**config.mk**
```make
export PLATFORM = sky130hd
export DESIGN_NAME = hdlc_rx_reader_flat
export DESIGN_NICKNAME = d
export VERILOG_FILES = /design/src/rtl/hdlc_rx_reader_if.sv /design/src/rtl/hdlc_rx_reader.sv /design/src/flat_wrapper.sv
export SDC_FILE = /design/constraint.sdc
export NUM_CORES = 1
export LEC_CHECK = 0
export CAP_MARGIN = 30
export CORE_UTILIZATION = 53
export DETAILED_ROUTE_END_ITERATION = 10
export GPL_TIMING_DRIVEN = 0
export PLACE_DENSITY = 0.79
export SLEW_MARGIN = 20
export SYNTH_ARGS = -nofsm -noshare
export SYNTH_HDL_FRONTEND = slang
export SYNTH_SLANG_ARGS = --single-unit
```
**constraint.sdc**
```tcl
create_clock -name Clk -period 2.9 [get_ports Clk]
set_clock_uncertainty 0.05 [all_clocks]
set_input_delay 0.58 -clock Clk [delete_from_list [all_inputs] [get_ports Clk]]
set_output_delay 0.58 -clock Clk [all_outputs]
set_load 0.01 [all_outputs]
```
**src/rtl/hdlc_rx_reader_if.sv**
```systemverilog
// Hdlc register port plus downstream byte stream between the rx reader and its neighbours.
// master = reader side, slave = Hdlc/consumer side.
interface hdlc_rx_reader_if;
   logic       Rx_Ready;
   logic [2:0] Address;
   logic       WriteEnable;
   logic       ReadEnable;
   logic [7:0] DataIn;
   logic [7:0] DataOut;
   logic [7:0] M_Data;
   logic       M_Valid;
   logic       M_Ready;
   logic       M_Last;

   modport master (
      input  Rx_Ready, DataOut, M_Ready,
      output Address, WriteEnable, ReadEnable, DataIn, M_Data, M_Valid, M_Last
   );

   modport slave (
      output Rx_Ready, DataOut, M_Ready,
      input  Address, WriteEnable, ReadEnable, DataIn, M_Data, M_Valid, M_Last
   );
endinterface

```
**src/rtl/hdlc_rx_reader.sv**
```systemverilog
// Drains received Hdlc frames over the 8-bit register port and streams the bytes out.
// Errored, empty or oversize frames are discarded through the Rx_Drop control bit.
module hdlc_rx_reader #(
   parameter int unsigned MAX_LEN = 128
) (
   input  logic                     Clk,
   input  logic                     Rst,
   hdlc_rx_reader_if.master         bus,
   output logic                     Frame_Done,
   output logic                     Frame_Drop,
   output logic                     Busy
);

   localparam int unsigned AW = 3;
   localparam int unsigned DW = 8;
   localparam logic [AW-1:0] ADDR_SC  = AW'(2);
   localparam logic [AW-1:0] ADDR_BUF = AW'(3);
   localparam logic [AW-1:0] ADDR_LEN = AW'(4);
   localparam logic [DW-1:0] RX_DROP  = DW'(8'h02);

   typedef enum logic [3:0] {
      IDLE, RD_SC, WAIT_SC, RD_LEN, WAIT_LEN, RD_BUF, WAIT_BUF, PUSH, DROP, DONE, SETTLE
   } state_t;

   state_t        state_q, state_d;
   logic [DW-1:0] len_q, len_d;
   logic [DW-1:0] cnt_q, cnt_d;
   logic [AW-1:0] addr_d;
   logic [DW-1:0] din_d, mdata_d;
   logic          re_d, we_d, mvalid_d, mlast_d, done_d, drop_d, busy_d;
   logic          last_c;

   // Next state, then the registered outputs decoded from that next state.
   always_comb begin
      state_d  = state_q;
      len_d    = len_q;
      cnt_d    = cnt_q;
      mdata_d  = bus.M_Data;
      addr_d   = bus.Address;
      din_d    = bus.DataIn;
      re_d     = 1'b0;
      we_d     = 1'b0;
      mvalid_d = 1'b0;
      mlast_d  = 1'b0;
      done_d   = 1'b0;
      drop_d   = 1'b0;
      last_c   = (cnt_q == DW'(len_q - DW'(1)));

      case (state_q)
         IDLE:     if (bus.Rx_Ready) state_d = RD_SC;
         RD_SC:    state_d = WAIT_SC;
         WAIT_SC: begin
            if (|bus.DataOut[4:2])    state_d = DROP;
            else if (!bus.DataOut[0]) state_d = IDLE;
            else                      state_d = RD_LEN;
         end
         RD_LEN:   state_d = WAIT_LEN;
         WAIT_LEN: begin
            len_d = bus.DataOut;
            if (bus.DataOut == DW'(0) || 32'(bus.DataOut) > MAX_LEN) begin
               state_d = DROP;
            end else begin
               cnt_d   = DW'(0);
               state_d = RD_BUF;
            end
         end
         RD_BUF:   state_d = WAIT_BUF;
         WAIT_BUF: begin
            mdata_d = bus.DataOut;
            state_d = PUSH;
         end
         PUSH: begin
            if (bus.M_Ready) begin
               cnt_d   = DW'(cnt_q + DW'(1));
               state_d = last_c ? DONE : RD_BUF;
            end
         end
         DROP:     state_d = SETTLE;
         DONE:     state_d = SETTLE;
         SETTLE:   if (!bus.Rx_Ready) state_d = IDLE;
         default:  state_d = IDLE;
      endcase

      busy_d = (state_d != IDLE);

      case (state_d)
         RD_SC: begin
            re_d   = 1'b1;
            addr_d = ADDR_SC;
         end
         RD_LEN: begin
            re_d   = 1'b1;
            addr_d = ADDR_LEN;
         end
         RD_BUF: begin
            re_d   = 1'b1;
            addr_d = ADDR_BUF;
         end
         PUSH: begin
            mvalid_d = 1'b1;
            mlast_d  = (cnt_d == DW'(len_d - DW'(1)));
         end
         DROP: begin
            we_d   = 1'b1;
            addr_d = ADDR_SC;
            din_d  = RX_DROP;
            drop_d = 1'b1;
         end
         DONE:    done_d = 1'b1;
         default: ;
      endcase
   end

   // State and output registers; reset abandons any frame without issuing Rx_Drop.
   always_ff @(posedge Clk) begin
      if (!Rst) begin
         state_q         <= IDLE;
         len_q           <= '0;
         cnt_q           <= '0;
         bus.Address     <= '0;
         bus.WriteEnable <= 1'b0;
         bus.ReadEnable  <= 1'b0;
         bus.DataIn      <= '0;
         bus.M_Data      <= '0;
         bus.M_Valid     <= 1'b0;
         bus.M_Last      <= 1'b0;
         Frame_Done      <= 1'b0;
         Frame_Drop      <= 1'b0;
         Busy            <= 1'b0;
      end else begin
         state_q         <= state_d;
         len_q           <= len_d;
         cnt_q           <= cnt_d;
         bus.Address     <= addr_d;
         bus.WriteEnable <= we_d;
         bus.ReadEnable  <= re_d;
         bus.DataIn      <= din_d;
         bus.M_Data      <= mdata_d;
         bus.M_Valid     <= mvalid_d;
         bus.M_Last      <= mlast_d;
         Frame_Done      <= done_d;
         Frame_Drop      <= drop_d;
         Busy            <= busy_d;
      end
   end

endmodule
```
**src/flat_wrapper.sv**
```systemverilog
// flat-port wrapper written by rule: the top's interface ports become plain ports
module hdlc_rx_reader_flat 
#(
   parameter int unsigned MAX_LEN = 128
)
  (Clk, Rst, Frame_Done, Frame_Drop, Busy, bus_Rx_Ready, bus_DataOut, bus_M_Ready, bus_Address, bus_WriteEnable, bus_ReadEnable, bus_DataIn, bus_M_Data, bus_M_Valid, bus_M_Last);
  hdlc_rx_reader_if bus_i ();
  input  logic Clk;
  input  logic Rst;
  output logic Frame_Done;
  output logic Frame_Drop;
  output logic Busy;
  input wire logic [$bits(bus_i.Rx_Ready)-1:0] bus_Rx_Ready;
  input wire logic [$bits(bus_i.DataOut)-1:0] bus_DataOut;
  input wire logic [$bits(bus_i.M_Ready)-1:0] bus_M_Ready;
  output wire logic [$bits(bus_i.Address)-1:0] bus_Address;
  output wire logic [$bits(bus_i.WriteEnable)-1:0] bus_WriteEnable;
  output wire logic [$bits(bus_i.ReadEnable)-1:0] bus_ReadEnable;
  output wire logic [$bits(bus_i.DataIn)-1:0] bus_DataIn;
  output wire logic [$bits(bus_i.M_Data)-1:0] bus_M_Data;
  output wire logic [$bits(bus_i.M_Valid)-1:0] bus_M_Valid;
  output wire logic [$bits(bus_i.M_Last)-1:0] bus_M_Last;
  assign bus_i.Rx_Ready = bus_Rx_Ready;
  assign bus_i.DataOut = bus_DataOut;
  assign bus_i.M_Ready = bus_M_Ready;
  assign bus_Address = bus_i.Address;
  assign bus_WriteEnable = bus_i.WriteEnable;
  assign bus_ReadEnable = bus_i.ReadEnable;
  assign bus_DataIn = bus_i.DataIn;
  assign bus_M_Data = bus_i.M_Data;
  assign bus_M_Valid = bus_i.M_Valid;
  assign bus_M_Last = bus_i.M_Last;
  hdlc_rx_reader #(.MAX_LEN(MAX_LEN)) u_core (.Clk(Clk), .Rst(Rst), .bus(bus_i), .Frame_Done(Frame_Done), .Frame_Drop(Frame_Drop), .Busy(Busy));
endmodule
```
# Word level (Yosys, flattened, before mapping)
# Cells that the tools add are included.
[totals]
reg_bits = 38
inputBits = 12
output_inout_bits = 26
wordCells = 61
[op_classes]
add_sub_neg = 3
order_cmp = 1
n_eq_ne = 18
mux = 17
n_reduce_logical = 10
[op_table]
columns = ["op", "count"]
rows = [
  ["4-bit one-hot mux with 10 select lines", 1],
  ["4-bit by 3-bit == test with 1-bit output, second input constant", 6],
  ["4-bit two-way mux", 6],
  ["8-bit two-way mux", 3],
  ["4-bit == test, second input constant", 5],
  ["8-bit == test", 2],
  ["8-bit one-hot mux with 2 select lines", 1],
  ["8-bit by 1-bit subtractor with 8-bit output, second input constant", 2],
  ["4-bit by 2-bit == test with 1-bit output, second input constant", 3],
  ["3-bit one-hot mux with 3 select lines", 1],
  ["8-bit by 1-bit adder with 8-bit output, second input constant", 1],
  ["4-bit by 1-bit == test with 1-bit output, second input constant", 2],
  ["8-bit > comparator, second input constant", 1],
  ["8-bit zero test", 1],
  ["3-bit OR reduction", 2],
  ["4-bit zero test", 1],
  ["1-bit two-way mux", 4],
  ["4-bit nonzero test", 1],
  ["2-bit OR reduction", 2],
  ["3-bit nonzero test", 1],
  ["2-bit two-way mux", 1],
  ["2-bit AND reduction", 1],
  ["1-bit logical OR", 1],
]

# Longest topological paths before layout
[depth]
ltp_word = 8
mapped_depth = 10
depth_no_buf = 9

# Least setup slack after synthesis
# Ideal clock, no wire load.
[synth_path]
path_type = "input to register"
startpoint = "in bus_DataOut[2]"
endpoint = "reg u_core.bus.M_Last"
setup_time_ps = 86
t_arrival_ps = 2383
t_required_ps = 2764
path_slack_ps = 382
cell_stages = 7
path_buffers = 0
path_cell_list = "nor3_1 and3_1 mux2_2 o22ai_1 xnor2_1 or3b_1 a211oi_1"
[synth_via]
elab_chain_cells = 6
elab_cells_between_ends = 14
cone_classes = "add/sub (1); order compare (1); eq/ne (2); mux (6); reduce/logical (4)"
[synth_lines]
columns = ["element", "line", "rtl"]
rows = [
  ["start: declaration", "flat_wrapper.sv:14", "input wire logic [$bits(bus_i.DataOut)-1:0] bus_DataOut;"],
  ["8-bit > comparator or 8-bit zero test (tied branches)", "hdlc_rx_reader.sv:60", "if (bus.DataOut == DW'(0) || 32'(bus.DataOut) > MAX_LEN) begin"],
  ["1-bit logical OR", "hdlc_rx_reader.sv:60", ""],
  ["4-bit two-way mux", "hdlc_rx_reader.sv:60", ""],
  ["4-bit one-hot mux with 10 select lines", "hdlc_rx_reader.sv:49", "case (state_q)"],
  ["4-bit by 3-bit == test with 1-bit output", "hdlc_rx_reader.sv:86", "case (state_d)"],
  ["2-bit AND reduction (no source line)", "--", ""],
  ["end signal: assignment", "hdlc_rx_reader.sv:140", "bus.M_Last <= mlast_d;"],
  ["end: declaration", "hdlc_rx_reader_if.sv:17", "output Address, WriteEnable, ReadEnable, DataIn, M_Data, M_Valid, M_Last"],
]
# Parallel ways exist; a longest one is shown, timed or not.
# A chain may end at the register's enable or synchronous reset.

# Final worst setup path
[layout_path]
startpoint = "in bus_DataOut[4]"
endpoint = "reg u_core.bus.M_Last"
# The elaborated chain is that of the path after synthesis.

==> impl_metrics.yaml <==
outcome:
  status: "completed"
final_layout:
  final_cell_area_mm2: 0.00283
  area_delta_synth_final_pct: 22.7
  diodes: 0
  fill_cells: 347
  finalNonFillerCells: 370
  nets: 335
  layout-drive-gt1-share: 0.100
placed_design:
  dp_cells: 362
  placed_area_mm2: 0.00269
  dp_slack_ps: -567
  dp_hpwl_mm: 4.05
  gp_congestion: 0.854
  portBuffers: 30
sta:
  finalSetupViolations: 0
  period_minus_slack_ps: 2840
  relSlewSlack: 0.647
  finalHoldViolations: 0
  timing.final.crit_share: 0.979
  fmax_mhz: 352
  layout_setup_ws_ps: 59.6
  tightest_slew_ps: 530
  slew_violations: 0
pwr:
  swShare: 0.327
  p_leak_nw: 1.07
  power_mw: 1.45
  ir_drop_mv: 0.462
  power-per-cell-area_mw_per_mm2: 514
  p_comb_frac: 0.341
  p_int_uw: 979
  clkPwrFrac: 0.248
  power.switching_uw: 476
  pwr-share-seq: 0.411
synthesis:
  synthMuxAreaShare: 0.0656
  ys.flop_type: "dfxtp_1"
  yosys-top-cells-area: "dfxtp_1 33%, xnor2_1 6.8%, mux2i_1 6.1%"
  synth_warnings: 0
  synth_top_area_cell: "dfxtp_1"
  yosys-top-cells-count: "38 x dfxtp_1, 33 x nor2_1, 26 x nand2_1, 18 x xnor2_1"
  synth_simple_gate_area_frac: 0.272
  synth-compound-area-share: 0.150
  syn-instance-count: 276
  synth_cell_types: 59
  ys_seq_area_frac: 0.330
  avgSynthCellArea_um2: 8.36
  synth-seq-cells: 38
  yosysMostFrequentCell: "dfxtp_1"
  synth_top_area_frac: 0.330
  synthAdderAreaFrac: 0.0163
  async_flop_share: 0
  synth_top_family_by_area: "simple AND/OR/NAND/NOR gates"
  synth_edf_count: 0
  syn-cell-area_mm2: 0.00231
  synth_xor_area_frac: 0.103
drt:
  ant_nets: 0
  avgViaCountPerCell: 5.62
  vias: 2078
  routedWlPerCell_um: 14.6
  dr.pass1.iters: 4
  drcViolationCount: 0
  drtIter0Drc: 163
  wl_mm: 5.41
setup_path:
  crit_family: "compound AO/OA/AOI/OAI gates"
  worst_setup_path_end_kind: "flop"
  path_cells: "clkdlybuf4s50_1 -> nor3_4 -> and3_4 -> mux2_2 -> o21ai_0 -> xor2_1 -> nand4_1 -> a211oi_2"
  cp.required_ps: 3060
  critical_path_arrival_ps: 3000
  path_max_fanout: 8
  slowest_delay_ps: 520
  setup.worst_path.class: "in -> reg"
  start_kind: "primary input"
  crit_slowest_cell: "clkdlybuf4s50_1"
  critPathBufInv: 1
  r2r_cells: 7
  crit_cells: 8
floorplanning:
  fp-row-count: 23
  io_pins: 38
  core_mm2: 0.00409
  dieArea_mm2: 0.00462
  die_h_um: 68.0
  die_x_um: 68.0
  initial_utilization: 0.565
global_route:
  grt_max_degree: 12
  overflow: 0
  grt_pass1_wl_mm: 8.85
  grtUsageTotal: 0.260
  grt_pass1_vias: 1905
  antenna_found_initial: 0
clock_network:
  clk_pin_slew_ps: 80
  clock-sinks: 38
  tritoncts: "yes"
  htree_levels: 2
  clock_latency_ps: 300
  ctsHoldBuffers: 0
  clockBufferDepth: 2
  root_buffer: "clkbuf_8"
  cts_made_buffers: 5
worst_hold_path:
  hold-path-cell-count: 1
  hold_class: "reg -> reg"
job:
  drv_cap: 0
## path summary, 6_finish.rpt
kind / startpoint / to / slack (ps)
hold / removal: u_core.bus.DataIn[1] / u_core.bus.DataIn[1] / 420
setup / recovery: bus_DataOut[4] / u_core.bus.M_Last / 60
setup reg to reg: u_core.state_q[1] / u_core.bus.M_Last / 220
hold reg to reg: u_core.bus.DataIn[1] / u_core.bus.DataIn[1] / 420
## cell usage in the layout (no fill, tap or decap), drive strengths merged, types with 4 or more instances in the layout
| cell | n |
|---|---|
| nor2 | 33 |
| a21oi | 12 |
| nand3 | 4 |
| or3 | 4 |
| buf | 10 |
| nand2 | 26 |
| inv | 7 |
| clkdlybuf4s50 | 29 |
| xnor2 | 18 |
| dfxtp | 38 |
| nor3 | 8 |
| o31a | 5 |
| xor2 | 4 |
| conb | 7 |
| clkbuf | 20 |
| mux2i | 14 |
| and2 | 12 |
| o21ai | 7 |
## logic make-up (layout without fill, tap and decap cells)
group | Yosys count | count (layout)
simple gates | 116 | 116
compound gates | 49 | 49
flops | 38 | 38
buf+inv | 30 | 68
xor+xnor | 24 | 24
mux | 15 | 15
fa+ha+maj | 3 | 3
other cells | 1 | 7
## what timing repair did
item	in CTS	in global routing
gates resized for setup	5	8
gates cloned	0	0
setup endpoints to repair	4	1
buffers inserted	0	1
pin swaps	1	1
## sequential cells by signal (all words and copies together) (netlist names)
| signal | flops |
|---|---|
| u_core.Busy | 1 |
| u_core.bus.Address | 3 |
| u_core.Frame_Done | 1 |
| u_core.bus.M_Data | 8 |
| u_core.cnt_q | 8 |
| u_core.Frame_Drop | 1 |
| u_core.bus.DataIn | 1 |
| u_core.len_q | 8 |
| u_core.state_q | 4 |
| u_core.bus.M_Valid | 1 |
| u_core.bus.ReadEnable | 1 |
| u_core.bus.M_Last | 1 |
## through the flow
stage / hold WS (ps) / util / TNS, ps
floorplan: 428 / - / 0
global route: 444 / 0.693 / -36.1
global placement: 399 / 0.659 / -1840
finish: 417 / 0.693 / 0
CTS: 422 / 0.684 / 0
detailed placement: 404 / 0.659 / -1940
## power groups by stage
stage | Sequential [mW] | Clock [mW] | Combinational [mW]
2_1_floorplan | 0.619 | 0 | 0.322
3_3_place_gp | 0.607 | 0 | 0.478
3_5_place_dp | 0.610 | 0 | 0.485
4_1_cts | 0.597 | 0.366 | 0.490
5_1_grt | 0.603 | 0.387 | 0.544
6_report | 0.598 | 0.361 | 0.496
## per-layer routing
layer,track usage,up-vias,share of wire
li1,-,1047,-
met1,0.343,952,0.47
met2,0.393,63,0.45
met3,0.0600,16,0.051
met4,0.128,0,0.033
met5,0,-,0
## area by class of cell
class,count,area [um^2],area share
clock buffers,6,72.6,0.0256
repair buffers,31,310,0.110
flip-flops and latches,38,761,0.269
multi-input cells,214,1470,0.520
inverters,7,26.3,0.00928
well taps,50,62.6,0.0221
plain buffers,23,119,0.0420
clock inverters,1,7.51,0.00265
No activity file was read; power rests on OpenSTA's default activity.
